`config.mk`:
```
export PLATFORM = sky130hd
export DESIGN_NAME = transmitter_link_training_flat
export DESIGN_NICKNAME = d
export VERILOG_FILES = /design/src/rtl/transmitter_link_training_pkg.sv /design/src/rtl/transmitter_link_training_if.sv /design/src/rtl/transmitter_link_training.sv /design/src/flat_wrapper.sv
export SDC_FILE = /design/constraint.sdc
export NUM_CORES = 1
export LEC_CHECK = 0
export ABC_CLOCK_PERIOD_IN_PS = 1750
export CAP_MARGIN = 10
export CORE_ASPECT_RATIO = 0.75
export CORE_MARGIN = 2
export CORE_UTILIZATION = 49
export DETAILED_ROUTE_END_ITERATION = 6
export PLACE_DENSITY = 0.87
export SYNTH_ARGS = -nofsm -noshare
export SYNTH_HDL_FRONTEND = slang
export SYNTH_SLANG_ARGS = --single-unit
```
`constraint.sdc`:
```
create_clock -name i_clk_120 -period 1.75 [get_ports i_clk_120]
set_clock_uncertainty 0.05 [all_clocks]
set_input_delay 0.175 -clock i_clk_120 [delete_from_list [all_inputs] [get_ports i_clk_120]]
set_output_delay 0.175 -clock i_clk_120 [all_outputs]
set_load 0.01 [all_outputs]
```
`src/rtl/transmitter_link_training_pkg.sv`:
```
// Shared symbol constants, state encoding and defaults for the
// transmit-side link-training sequencer.
package transmitter_link_training_pkg;

    // 8b/10b symbols used by the training sequence
    localparam logic [7:0] K28_5 = 8'hBC;  // comma / idle
    localparam logic [7:0] K28_1 = 8'h3C;  // alignment-complete marker
    localparam logic [7:0] D10_2 = 8'h4A;  // alternating edge-search pattern

    localparam int TRAIN_LEN_DEF = 1024;
    localparam int ALIGN_LEN_DEF = 64;

    typedef enum logic [2:0] {
        ST_IDLE,
        ST_TRAIN,
        ST_ALIGN,
        ST_MARK,
        ST_DATA
    } train_state_e;

    // One symbol as presented to the physical IOB
    typedef struct packed {
        logic       k;
        logic [7:0] data;
    } sym_t;

    function automatic sym_t mk_sym(input logic k, input logic [7:0] data);
        sym_t s;
        s.k    = k;
        s.data = data;
        return s;
    endfunction

endpackage

```
`src/rtl/transmitter_link_training_if.sv`:
```
// User byte handshake plus the packet bus toward the transmitter IOB.
interface transmitter_link_training_if;

    logic       i_tx_valid;
    logic       i_tx_k_en;
    logic [7:0] i_tx_byte;
    logic       o_tx_ready;
    logic       o_packet_k_en;
    logic [7:0] o_packet_byte;

    // Link layer / IOB side
    modport master (
        output i_tx_valid, i_tx_k_en, i_tx_byte,
        input  o_tx_ready, o_packet_k_en, o_packet_byte
    );

    // Sequencer side
    modport slave (
        input  i_tx_valid, i_tx_k_en, i_tx_byte,
        output o_tx_ready, o_packet_k_en, o_packet_byte
    );

endinterface

```
`src/rtl/transmitter_link_training.sv`:
```
// Transmit link-training sequencer: D10.2 edge search, K28.5 comma run,
// one-cycle K28.1 marker, then user-byte passthrough with K28.5 idles.
module transmitter_link_training
    import transmitter_link_training_pkg::*;
#(
    parameter int TRAIN_LEN = TRAIN_LEN_DEF,
    parameter int ALIGN_LEN = ALIGN_LEN_DEF
) (
    input  logic i_clk_120,
    input  logic i_clk_120_rst_n,
    input  logic i_train_start,
    input  logic i_train_hold,
    output logic o_train_busy,
    output logic o_train_done,
    transmitter_link_training_if.slave tx
);

    localparam int MAX_LEN = (TRAIN_LEN > ALIGN_LEN) ? TRAIN_LEN : ALIGN_LEN;
    localparam int CNT_W   = $clog2(MAX_LEN + 1);

    localparam logic [CNT_W-1:0] TRAIN_LAST = CNT_W'(TRAIN_LEN - 1);
    localparam logic [CNT_W-1:0] ALIGN_LAST = CNT_W'(ALIGN_LEN - 1);
    localparam logic [CNT_W-1:0] CNT_SAT    = CNT_W'(MAX_LEN);

    train_state_e     state_q, state_d;
    logic [CNT_W-1:0] cnt_q, cnt_d, cnt_inc;
    sym_t             pkt_q, pkt_d;
    logic             busy_q, busy_d;
    logic             done_q, done_d;
    logic             accept;

    // A pending start takes priority over a user byte in the same cycle.
    assign tx.o_tx_ready = (state_q == ST_DATA) & ~i_train_start;
    assign accept        = tx.o_tx_ready & tx.i_tx_valid;
    assign cnt_inc       = (cnt_q >= CNT_SAT) ? cnt_q : cnt_q + 1'b1;

    // State, shared counter and registered outputs
    always_ff @(posedge i_clk_120) begin
        if (!i_clk_120_rst_n) begin
            state_q <= ST_IDLE;
            cnt_q   <= '0;
            pkt_q   <= mk_sym(1'b1, K28_5);
            busy_q  <= 1'b0;
            done_q  <= 1'b0;
        end else begin
            state_q <= state_d;
            cnt_q   <= cnt_d;
            pkt_q   <= pkt_d;
            busy_q  <= busy_d;
            done_q  <= done_d;
        end
    end

    // Next state and the symbol/flags that go with it; outputs are keyed
    // on the next state so they line up with the registered state.
    always_comb begin
        state_d = state_q;
        cnt_d   = cnt_q;
        pkt_d   = mk_sym(1'b1, K28_5);

        case (state_q)
            ST_IDLE: ;
            ST_TRAIN: begin
                cnt_d = cnt_inc;
                if ((cnt_q >= TRAIN_LAST) && !i_train_hold) begin
                    state_d = ST_ALIGN;
                    cnt_d   = '0;
                end
            end
            ST_ALIGN: begin
                cnt_d = cnt_inc;
                if (cnt_q >= ALIGN_LAST) begin
                    state_d = ST_MARK;
                    cnt_d   = '0;
                end
            end
            ST_MARK: begin
                state_d = ST_DATA;
                cnt_d   = '0;
            end
            ST_DATA: ;
            default: begin
                state_d = ST_IDLE;
                cnt_d   = '0;
            end
        endcase

        // Restart from any state, abandoning any marker in flight
        if (i_train_start) begin
            state_d = ST_TRAIN;
            cnt_d   = '0;
        end

        case (state_d)
            ST_TRAIN: pkt_d = mk_sym(1'b0, D10_2);
            ST_ALIGN: pkt_d = mk_sym(1'b1, K28_5);
            ST_MARK:  pkt_d = mk_sym(1'b1, K28_1);
            ST_DATA:  pkt_d = accept ? mk_sym(tx.i_tx_k_en, tx.i_tx_byte)
                                     : mk_sym(1'b1, K28_5);
            default:  pkt_d = mk_sym(1'b1, K28_5);
        endcase

        busy_d = (state_d == ST_TRAIN) || (state_d == ST_ALIGN) || (state_d == ST_MARK);
        done_d = (state_d == ST_DATA);
    end

    assign tx.o_packet_k_en = pkt_q.k;
    assign tx.o_packet_byte = pkt_q.data;
    assign o_train_busy     = busy_q;
    assign o_train_done     = done_q;

endmodule
```
`src/flat_wrapper.sv`:
```
// flat-port wrapper written by rule: the top's interface ports become plain ports
module transmitter_link_training_flat import transmitter_link_training_pkg::*;
#(
    parameter int TRAIN_LEN = TRAIN_LEN_DEF,
    parameter int ALIGN_LEN = ALIGN_LEN_DEF
)
  (i_clk_120, i_clk_120_rst_n, i_train_start, i_train_hold, o_train_busy, o_train_done, tx_i_tx_valid, tx_i_tx_k_en, tx_i_tx_byte, tx_o_tx_ready, tx_o_packet_k_en, tx_o_packet_byte);
  transmitter_link_training_if tx_i ();
  input  logic i_clk_120;
  input  logic i_clk_120_rst_n;
  input  logic i_train_start;
  input  logic i_train_hold;
  output logic o_train_busy;
  output logic o_train_done;
  input wire logic [$bits(tx_i.i_tx_valid)-1:0] tx_i_tx_valid;
  input wire logic [$bits(tx_i.i_tx_k_en)-1:0] tx_i_tx_k_en;
  input wire logic [$bits(tx_i.i_tx_byte)-1:0] tx_i_tx_byte;
  output wire logic [$bits(tx_i.o_tx_ready)-1:0] tx_o_tx_ready;
  output wire logic [$bits(tx_i.o_packet_k_en)-1:0] tx_o_packet_k_en;
  output wire logic [$bits(tx_i.o_packet_byte)-1:0] tx_o_packet_byte;
  assign tx_i.i_tx_valid = tx_i_tx_valid;
  assign tx_i.i_tx_k_en = tx_i_tx_k_en;
  assign tx_i.i_tx_byte = tx_i_tx_byte;
  assign tx_o_tx_ready = tx_i.o_tx_ready;
  assign tx_o_packet_k_en = tx_i.o_packet_k_en;
  assign tx_o_packet_byte = tx_i.o_packet_byte;
  transmitter_link_training #(.TRAIN_LEN(TRAIN_LEN), .ALIGN_LEN(ALIGN_LEN)) u_core (.i_clk_120(i_clk_120), .i_clk_120_rst_n(i_clk_120_rst_n), .i_train_start(i_train_start), .i_train_hold(i_train_hold), .o_train_busy(o_train_busy), .o_train_done(o_train_done), .tx(tx_i));
endmodule
```
### Word-level counts from Yosys, hierarchy flattened

Index checks and enable logic that the tools add are counted.

* output and inout bits: 12
* bits in registers: 25

* bitwise operators: 4
* $add $sub $neg: 1
* order comparisons: 3
* mux-type cells: 10
* equality and inequality tests: 8
* reduce and logical (&&, ||, !) cells: 7

Operators by type and width (count)
* $mux 11: 3
* $pmux 11 s3: 1
* $pmux 9 s3: 1
* $eq 3x2->1 const B: 4
* $pmux 3 s4: 1
* $add 11x1->11 const B: 1
* $ge 11x10->1 const B: 1
* $ge 11x11->1 const B: 1
* $ge 11x6->1 const B: 1
* $mux 3: 3
* $mux 9: 1
* $eq 3x1->1 const B: 2
* $eq 3x3->1 const B: 2
* $reduce_or 2->1: 2
* $logic_not 3->1: 1
* $and 1x1->1: 2
* $logic_or 1x1->1: 2
* $not 1->1: 2
* $logic_and 1x1->1: 1
* $logic_not 1->1: 1

### Depth between registers and ports, before layout

Gate-level depths: netlist (run 1).

* word-level depth: 8
* depth in mapped cells: 6
* gate-level depth less buffers: 6

### Worst setup path before layout (run 1)

No wires, ideal clock.

* path type: register to register
* start point: reg u_core.state_q[0]
* end point: reg u_core.pkt_q, in the netlist u_core.tx.o_packet_byte[3]
* arrival time: 1.448 ns
* cell stages (with the launch flop): 5
* buffers on the path: 1
* period minus slack after synthesis: 1.621 ns
* data required time: 1.577 ns
* library setup time: 0.123 ns
* path slack: 0.129 ns
* path through: dfxtp_1 buf_2 nor4b_2 nand3_1 or2_2

RTL lines
* start: declaration: RTL line transmitter_link_training.sv:25 `train_state_e state_q, state_d;`
* start signal: assignment: RTL line transmitter_link_training.sv:46 `state_q <= state_d;`
* $eq 3x3->1: RTL line transmitter_link_training.sv:33 `assign tx.o_tx_ready = (state_q == ST_DATA) & ~i_train_start;`
* $and 1x1->1: RTL line transmitter_link_training.sv:33
* via tx_o_tx_ready: RTL line flat_wrapper.sv:18 `output wire logic [$bits(tx_i.o_tx_ready)-1:0] tx_o_tx_ready;`
* $and 1x1->1: RTL line transmitter_link_training.sv:34 `assign accept = tx.o_tx_ready & tx.i_tx_valid;`
* $mux 9: RTL line transmitter_link_training.sv:98 `ST_DATA: pkt_d = accept ? mk_sym(tx.i_tx_k_en, tx.i_tx_byte)`
* $pmux 9 s3: RTL line transmitter_link_training.sv:94 `case (state_d)`
* end signal: assignment: RTL line transmitter_link_training.sv:42 `pkt_q <= mk_sym(1'b1, K28_5);`
* end signal: assignment: RTL line transmitter_link_training.sv:48 `pkt_q <= pkt_d;`
* end: declaration: RTL line transmitter_link_training.sv:27 `sym_t pkt_q, pkt_d;`

The timed path passes the listed nets, and every way through them passes these cells.
A chain may end at the register's enable or synchronous reset.

### Worst setup path in the final report (run 1)

* start point: reg u_core.cnt_q[1]
* end point: reg u_core.cnt_q[3]

* word-level cells in the longest chain between the ends: 4

RTL lines
* start: declaration: RTL line transmitter_link_training.sv:26 `logic [CNT_W-1:0] cnt_q, cnt_d, cnt_inc;`
* start signal: assignment: RTL line transmitter_link_training.sv:47 `cnt_q <= cnt_d;`
* $add 11x1->11, or another cell as far along: RTL line transmitter_link_training.sv:35 `assign cnt_inc = (cnt_q >= CNT_SAT) ? cnt_q : cnt_q + 1'b1;`
* $mux 11 or $logic_and 1x1->1 (tied branches): RTL line transmitter_link_training.sv:35, transmitter_link_training.sv:65
* $mux 11, on equally long branches: RTL line transmitter_link_training.sv:72, transmitter_link_training.sv:65
* $pmux 11 s3 *: RTL line transmitter_link_training.sv:61 `case (state_q)`

Every way passes the cells marked *; elsewhere a longest branch is shown, timed or not.

==> reports/summary.txt, run 1 <==
Status -> complete, no violations
P_sw -> 0.238 mW
CTS tree -> built
Final worst path period share -> 96.0%
Hold WC Path Type -> input port to flop
Actual slew at the worst max-slew pin -> 400 ps
Clock Path Buffers -> 2
Critical Path RT -> 1910 ps
Vias in the first global route -> 974
Clk_lat worst skew -> 330 ps
Area contributors post-synth -> dfxtp_1 42%, nor2_1 4.7%, nand2_1 3.1%
Number of synthesized flops with an enable pin -> 0
Core area -> 2310 sq um
Layout cell share with drive strength beyond 1 -> 20.5%
Pwr Total -> 0.994 mW
IO Count -> 26
Yosys warns -> 0
Post-detail-place hpwl -> 2080 microns
Clk slew on worst S/H paths -> 130 ps
Gr ovfl total -> 0
Top cell type's share of synthesized area -> 41.7%
Avg WL per Cell -> 13.6 microns
Syn_area_per_cell -> 9.17 sq um
Post-synthesis cell count -> 131
Via count -> 1087
Setup TNS -> 0 ps
CTS Buf Count -> 3
Post-DP Area -> 1550 sq um
Die footprint -> 2870 sq um
Netlist cell types -> 40
Placed insts -> 196
Top cells by count, synth -> 25 x dfxtp_1, 15 x nor2_1, 10 x nand2_1
# diodes -> 0
Int Power -> 0.757 mW
Part of the power in combinational logic -> 14.4%
IO buf count -> 25
Syn Std Cell Area -> 1200 sq um
Slew margin rel. -> 73.2%
Fin area -> 1600 sq um
Util after Layout -> 69.4%
Data arrival, critical path -> 1840 ps
Worst vdd ir -> 0.000497 V
Worst Path Max Fanout -> 10
Die width -> 61.2 microns
Die height -> 46.9 microns
Final GP Congestion -> 0.793
Layout area overhead -> 33.4%
All-Layer GR Usage -> 21.5%
Min Tclk post-route -> 1680 ps
Std cell rows -> 15
Largest net degree at the start of global routing -> 14
Sw frac -> 23.9%
Largest stage delay, worst path -> 440 ps
Root Buffer -> clkbuf_4
Sequential share of the synthesized area -> 41.7%
Nets -> 183
Register area -> 507 sq um
Final Max Slew Viols -> 0
Multi-input gate area -> 677 sq um
CP delay by family, top -> compound AO/OA/AOI/OAI gates
H-tree depth -> 1
Total Wirelength -> 2720 microns
Net Count, Synth -> 147
Power density over the cells -> 620 nW/um^2
Seq pwr share -> 60.0%
Async SR Flop Fraction -> 0%
Fin worst setup slack -> 69.9 ps
Critical path cell sequence -> ha_1, a21oi_2, o21ai_1, o2bb2ai_4, o21bai_2, nor2_1
Clk pwr share -> 25.6%
Yosys reg bits -> 25
ANT nets after route -> 0
Main synth FF type -> dfxtp_1
Worst path slowest cell -> dfxtp_1
Startpoint types -> flop
CP bufs+invs -> 0
Count leader, synth -> dfxtp_1
Worst slack, placed -> -21.7 ps
Detailed Route Iter0 Violations -> 53
Max Cap Violations -> 0
Vias/cell -> 5.44
Fillers -> 175
Initial Util -> 52.0%
Clock sink total -> 25
Initial antenna violation count -> 0
Cell leakage power -> 0.591 nW
WHS -> 307 ps
Critical path class -> flop to flop
Fin cells -> 200
Final setup violating endpoints -> 0
First-pass GRT wire length -> 4440 microns
Largest area contributor in the netlist -> dfxtp_1
Final-report hold violation count -> 0
Peak Freq -> 595 MHz
Drt pass-1 iters -> 4
Crit end category -> flop
DRC Markers -> 0
-- tightest hold or removal path, stage by stage --
cell and delay [ps]:
clkdlybuf4s50_1 400, inv_1 50, nor2_1 40
-- power groups by stage --
stage	logic, mW	registers (mW)	clock network (mW)
2_1_floorplan	0.0548	0.612	0
3_3_place_gp	0.135	0.608	0
3_5_place_dp	0.140	0.608	0
4_1_cts	0.141	0.597	0.260
5_1_grt	0.154	0.599	0.286
6_report	0.143	0.597	0.255
-- timing repair --
item | in CTS | in global routing
hold buffers | 0 | 0
hold endpoints to repair | 0 | 0
pin swaps | 0 | 1
gates resized for setup | 6 | 4
setup endpoints to repair | 6 | 4
setup buffers | 0 | 0
-- registers in the layout (all words and copies together), names as in the netlist --
name / flops
u_core.cnt_q: 11
u_core.tx.o_packet_byte: 8
u_core.state_q: 3
u_core.o_train_busy: 1
u_core.o_train_done: 1
u_core.tx.o_packet_k_en: 1
-- placed cells by master (no fill, tap or decap), types with 2 or more instances in the layout --
cell	instances
nor3_1	3
o21a_1	5
clkdlybuf4s50_1	24
dfxtp_2	5
nand3b_1	2
nor3b_2	2
nor2_2	2
nand2b_1	3
a22oi_1	3
inv_1	7
o21ai_1	4
buf_4	10
nand2_1	10
ha_1	2
nand3_1	6
a21oi_1	6
xor2_1	3
o21ai_0	3
and3_1	2
dfxtp_1	20
clkbuf_4	3
xnor2_1	3
nand4_4	2
nor2_1	15
-- path summary, 6_finish.rpt --
path	start	end	slack, ps	cells past startpoint
setup / recovery	u_core.cnt_q[1]$_SDFFE_PP0P_	u_core.cnt_q[3]$_SDFFE_PP0P_	70	6
hold / removal	tx_i_tx_byte[0]	u_core.tx.o_packet_byte[0]$_SDFF_PN0_	310	3
setup reg to reg	u_core.cnt_q[1]$_SDFFE_PP0P_	u_core.cnt_q[3]$_SDFFE_PP0P_	70	6
hold reg to reg	u_core.cnt_q[9]$_SDFFE_PP0P_	u_core.cnt_q[9]$_SDFFE_PP0P_	480	2
-- routing by layer --
metal,part of all wire (%),vias up,GRT usage [%]
met1,47,527,29.6
met4,1.7,0,8.70
li1,-,533,-
met5,0,-,0
met3,3.3,7,5.23
met2,48,20,32.8
-- cell families (layout without fill, tap and decap cells) --
| kind of cell | after synthesis | in the layout | share of synthesized area (%) |
|---|---|---|---|
| AOI/OAI and AO/OA | 31 | 31 | 19.4 |
| xor gates and xnor gates | 6 | 6 | 4.38 |
| adders and majority gates | 2 | 2 | 2.08 |
| buffers and inverters | 11 | 46 | 3.75 |
| DFF | 25 | 25 | 41.7 |
| and+or+nand+nor | 56 | 56 | 28.7 |
-- final cells by class --
type | instances | area share [%]
multi-input combinational | 95 | 42.2
sequential | 25 | 31.6
clock buffer | 4 | 1.64
timing repair buffer | 35 | 20.2
tap | 34 | 2.65
inverter | 7 | 1.64
Note: power is estimated with default switching activity, not from simulation.
==> run 2: changes to the inputs <==
--- a/config.mk
+++ b/config.mk
@@ -9,9 +9,11 @@
 export CAP_MARGIN = 10
 export CORE_ASPECT_RATIO = 0.75
 export CORE_MARGIN = 2
-export CORE_UTILIZATION = 49
+export CORE_UTILIZATION = 50
+export CTS_BUF_LIST = sky130_fd_sc_hd__clkbuf_4
 export DETAILED_ROUTE_END_ITERATION = 6
-export PLACE_DENSITY = 0.87
+export GPL_TIMING_DRIVEN = 1
+export PLACE_DENSITY = 0.88
 export SYNTH_ARGS = -nofsm -noshare
 export SYNTH_HDL_FRONTEND = slang
 export SYNTH_SLANG_ARGS = --single-unit
==> reports/summary.txt, run 2 (synthesis gave the netlist of run 1 again) <==
Status -> complete, no violations
Root Buffer -> clkbuf_4
Initial Util -> 52.5%
Vias in the first global route -> 970
IO buf count -> 25
Hold Crit Endpoint -> u_core.tx.o_packet_byte[0]$_SDFF_PN0_
Critical Path Stages -> 6
Drt pass-1 iters -> 4
R2r endpoint -> u_core.tx.o_packet_byte[6]$_SDFF_PN0_
Worst reg2reg path startpoint -> u_core.cnt_q[1]$_SDFFE_PP0P_
Post_cts resized -> 4
Initial antenna violation count -> 0
Die footprint -> 2810 sq um
P_sw -> 0.230 mW
Total Wirelength -> 2640 microns
Startpoint types -> flop
Sw frac -> 23.0%
Number of flip-flops in the largest register -> 11
Biggest register -> u_core.cnt_q
Std cell rows -> 15
Final GP Congestion -> 0.804
Fin cells -> 200
Critical path cell sequence -> ha_1, a21oi_2, o211ai_1, a211o_1, nand4_4, o21ai_0
Clock sink total -> 25
GR met1 Demand/Resource -> 25.6%
M3 GR Usage -> 6.18%
Final-report hold violation count -> 0
Data arrival, critical path -> 1790 ps
Clk pwr share -> 26.2%
Final setup violating endpoints -> 0
Largest net degree at the start of global routing -> 14
Crit end category -> flop
Die width -> 60.6 microns
H-tree depth -> 1
Layout area overhead -> 33.9%
Vias/cell -> 5.32
Clock Path Buffers -> 2
GR peak layer -> met2
RSZ-0062 raised after global routing -> false
All-Layer GR Usage -> 20.1%
Hold path depth -> 3
Min Tclk post-route -> 1640 ps
Cell leakage power -> 0.595 nW
Nets -> 183
Hold WC Path Type -> input port to flop
CP delay by family, top -> compound AO/OA/AOI/OAI gates
Avg WL per Cell -> 13.2 microns
Max Cap Violations -> 0
Worst-case reg-to-reg path depth -> 6
Layout cell share with drive strength beyond 1 -> 21.7%
Worst Path Max Fanout -> 6
IO Count -> 26
Pwr Total -> 1.00 mW
Int Power -> 0.772 mW
# diodes -> 0
CP bufs+invs -> 0
Clk slew on worst S/H paths -> 130 ps
Part of the power in combinational logic -> 14.2%
Via count -> 1064
Leading cell type in the layout, fill and taps excluded -> clkdlybuf4s50_1
Core area -> 2290 sq um
Actual slew at the worst max-slew pin -> 377 ps
Placed insts -> 196
# Post-CTS Setup Buffers -> 0
Slew margin rel. -> 74.8%
Gr ovfl total -> 0
Final Max Slew Viols -> 0
Worst path slowest cell -> dfxtp_2
Worst vdd ir -> 0.000439 V
Worst min-delay path startpoint -> tx_i_tx_byte[0]
Commonest non-fill, non-tap cells in the layout -> 24 x clkdlybuf4s50_1, 19 x dfxtp_1, 15 x nor2_1
Peak Freq -> 610 MHz
Largest stage delay, worst path -> 360 ps
Post-detail-place hpwl -> 2050 microns
Seq pwr share -> 59.6%
R2R Setup Slk -> 110 ps
Clk_lat worst skew -> 320 ps
ANT nets after route -> 0
DRC Markers -> 0
Final worst path period share -> 93.7%
Power density over the cells -> 623 nW/um^2
Critical Path RT -> 1900 ps
CTS Buf Count -> 3
Cts hold-fix bufs -> 0
Setup TNS -> 0 ps
CTS tree -> built
Critical path class -> flop to flop
GRT met2 Usage -> 32.7%
First-pass GRT wire length -> 4180 microns
Util after Layout -> 70.2%
Fillers -> 169
Detailed Route Iter0 Violations -> 33
Die height -> 46.4 microns
run 2: worst reg2reg max path, delay by kind of cell, from the launching register on:
family	cells	cell delay, ps
adder cells (fa/ha/maj)	1	220
flip-flops	1	360
AND/OR/NAND/NOR	1	140
AO/OA/AOI/OAI	4	760
run 2: through the flow:
step                setup slack, ps  hold WS [ps]  cell area, sq um
floorplan                       129           187              1200
global placement               15.4           481              1550
detailed placement            -29.7           490              1550
CTS                            16.1           328              1590
global route                   7.39           337              1610
finish                          110           335              1610
run 2: routing by layer:
metal / part of all wire (%) / wire (microns)
met4: 1.7 / 46
met2: 50 / 1320
met3: 2.9 / 77
met5: 0 / 0
met1: 45 / 1190
run 2: worst max-delay path by stage:
stage / start / to
after floorplan: u_core.state_q[0]$_SDFF_PN0_ / u_core.tx.o_packet_byte[3]$_SDFF_PN1_
after global placement: i_train_start / tx_o_tx_ready
after detailed placement: i_train_start / tx_o_tx_ready
after CTS: u_core.cnt_q[1]$_SDFFE_PP0P_ / u_core.cnt_q[10]$_SDFFE_PP0P_
after global routing: u_core.cnt_q[6]$_SDFFE_PP0P_ / u_core.tx.o_packet_byte[6]$_SDFF_PN0_
final: u_core.cnt_q[1]$_SDFFE_PP0P_ / u_core.tx.o_packet_byte[6]$_SDFF_PN0_
run 2: power groups by stage:
stage          sequential, mW  clock [mW]  combinational [mW]
3_5_place_dp            0.608           0               0.139
3_3_place_gp            0.607           0               0.135
5_1_grt                 0.599       0.299               0.153
4_1_cts                 0.597       0.276               0.140
6_report                0.597       0.263               0.142
2_1_floorplan           0.612           0              0.0548
run 2: layout make-up:
cell class              count  area (sq um)  share of cell area [%]
inverters                   7          26.3                    1.63
flip-flops and latches     25           508                    31.6
repair buffers             35           324                    20.2
multi-input cells          95           677                    42.1
clock buffers               4          30.0                    1.87
well taps                  34          42.5                    2.65
==> run 3: changes to the inputs <==
--- a/config.mk
+++ b/config.mk
@@ -12,7 +12,7 @@
 export CORE_UTILIZATION = 50
 export CTS_BUF_LIST = sky130_fd_sc_hd__clkbuf_4
 export DETAILED_ROUTE_END_ITERATION = 6
-export GPL_TIMING_DRIVEN = 1
+export GPL_TIMING_DRIVEN = 0
 export PLACE_DENSITY = 0.88
 export SYNTH_ARGS = -nofsm -noshare
 export SYNTH_HDL_FRONTEND = slang
==> reports/summary.txt, run 3 (synthesis gave the netlist of run 1 again) <==
Status -> complete, no violations
Nets -> 178
Initial Util -> 52.5%
CTS tree -> built
Pwr Total -> 0.992 mW
CTS Buf Count -> 3
R2R Setup Slk -> 100 ps
IO buf count -> 25
Vias in the first global route -> 914
P_sw -> 0.225 mW
IO Count -> 26
Placed insts -> 190
Final setup violating endpoints -> 0
# diodes -> 0
Root Buffer -> clkbuf_4
Int Power -> 0.768 mW
Fin area -> 1590 sq um
Actual slew at the worst max-slew pin -> 514 ps
Layout area overhead -> 32.7%
Worst Path Max Fanout -> 8
Number of flip-flops in the largest register -> 11
R2r endpoint -> u_core.tx.o_packet_byte[6]$_SDFF_PN0_
Crit end category -> output port
Cts hold-fix bufs -> 0
H-tree depth -> 1
Data arrival, critical path -> 1450 ps
Clk_lat worst skew -> 310 ps
Critical Path RT -> 1520 ps
Detailed Route Iter0 Violations -> 29
Worst reg2reg path startpoint -> u_core.cnt_q[6]$_SDFFE_PP0P_
Core area -> 2290 sq um
Clock sink total -> 25
Std cell rows -> 15
Worst min-delay path startpoint -> tx_i_tx_byte[0]
Min Tclk post-route -> 1680 ps
Final Max Slew Viols -> 0
Avg WL per Cell -> 12.8 microns
Largest net degree at the start of global routing -> 14
WHS -> 331 ps
Fin cells -> 195
Clk pwr share -> 26.0%
Drt pass-1 iters -> 5
Critical path class -> flop to output port
Die width -> 60.6 microns
Startpoint types -> flop
Final worst path period share -> 95.8%
Clk slew on worst S/H paths -> 120 ps
Vias/cell -> 5.28
Hold WC Path Type -> input port to flop
Die footprint -> 2810 sq um
All-Layer GR Usage -> 18.9%
Setup crit end -> tx_o_tx_ready
Setup crit start -> u_core.state_q[0]$_SDFF_PN0_
Gr ovfl total -> 0
Die height -> 46.4 microns
ANT nets after route -> 0
Final GP Congestion -> 0.807
Worst vdd ir -> 0.000355 V
Clock Path Buffers -> 2
Sw frac -> 22.7%
First-pass GRT wire length -> 3870 microns
Leading cell type in the layout, fill and taps excluded -> clkdlybuf4s50_1
Via count -> 1030
Biggest register -> u_core.cnt_q
Initial antenna violation count -> 0
Slew margin rel. -> 65.7%
Post-detail-place hpwl -> 1940 microns
Power density over the cells -> 623 nW/um^2
Seq pwr share -> 59.6%
Hold path depth -> 3
Total Wirelength -> 2500 microns
Peak Freq -> 596 MHz
Post-DP Area -> 1490 sq um
Worst-case reg-to-reg path depth -> 6
DRC Markers -> 0
Max Cap Violations -> 0
Final-report hold violation count -> 0
Part of the power in combinational logic -> 14.4%
Cell leakage power -> 0.566 nW
Commonest non-fill, non-tap cells in the layout -> 24 x clkdlybuf4s50_1, 21 x dfxtp_1, 15 x nor2_1
Layout cell share with drive strength beyond 1 -> 18.0%
==> run 3: cell types whose count changed in the layout (fill, tap and decap cells not counted), moves of 2 or more <==
| cell | delta |
|---|---|
| dfxtp_1 | +2 |
| dfxtp_2 | -3 |
| buf_4 | -9 |
| nor3b_2 | -2 |
| buf_2 | +2 |
| nor3b_4 | +2 |
==> run 3: cell type report <==
class	instances	area, sq um
Sequential cell	25	508
Tap cell	34	42.5
Timing Repair Buffer	26	256
Multi-Input combinational cell	95	709
Clock buffer	4	30.0
Inverter	7	26.3
Fill cell	171	696
Buffer	4	21.3
==> run 3: routing by layer <==
layer  share of wire (%)  GRT usage (%)  vias up
met5                   0              0        -
met4                0.84           6.52        0
met3                 3.3           7.30        2
met2                  49           31.0       19
met1                  47           22.8      485
li1                    -              -      524
==> run 3: power groups by stage <==
stage / sequential (mW) / combinational (mW) / clock [mW]
2_1_floorplan: 0.612 / 0.0548 / 0
3_5_place_dp: 0.605 / 0.134 / 0
4_1_cts: 0.593 / 0.138 / 0.272
3_3_place_gp: 0.604 / 0.129 / 0
5_1_grt: 0.595 / 0.152 / 0.290
6_report: 0.592 / 0.142 / 0.258
==> run 3: worst max-delay path, cell delays in order, from the launching register on <==
cell           delay, ps
dfxtp_1              310
buf_2                180
nor4b_4              330
dlygate4sd2_1        310
==> run 3: worst min-delay path by stage <==
| stage | slack, ps | to |
|---|---|---|
| 2_1_floorplan | 190 | u_core.tx.o_packet_byte[7]$_SDFF_PN1_ |
| 3_3_place_gp | 480 | u_core.cnt_q[9]$_SDFFE_PP0P_ |
| 3_5_place_dp | 520 | u_core.cnt_q[1]$_SDFFE_PP0P_ |
| 4_1_cts | 320 | u_core.tx.o_packet_byte[0]$_SDFF_PN0_ |
| 5_1_grt | 340 | u_core.tx.o_packet_byte[0]$_SDFF_PN0_ |
| 6_report | 330 | u_core.tx.o_packet_byte[0]$_SDFF_PN0_ |
==> run 3: timing repair <==
action | in CTS | in global routing
endpoints found under the setup margin | 7 | 18
buffers inserted | 0 | 1
gates resized for setup | 5 | 11
pin swaps | 1 | 3
==> run 3: per-stage QoR <==
stage / util [%] / worst slack [ps] / TNS [ps]
floorplan: - / 129 / 0
global placement: 65.2 / -93.5 / -161
detailed placement: 65.2 / -118 / -242
CTS: 67.6 / 28.4 / 0
global route: 69.6 / -3.40 / -3.44
finish: 69.6 / 73.1 / 0
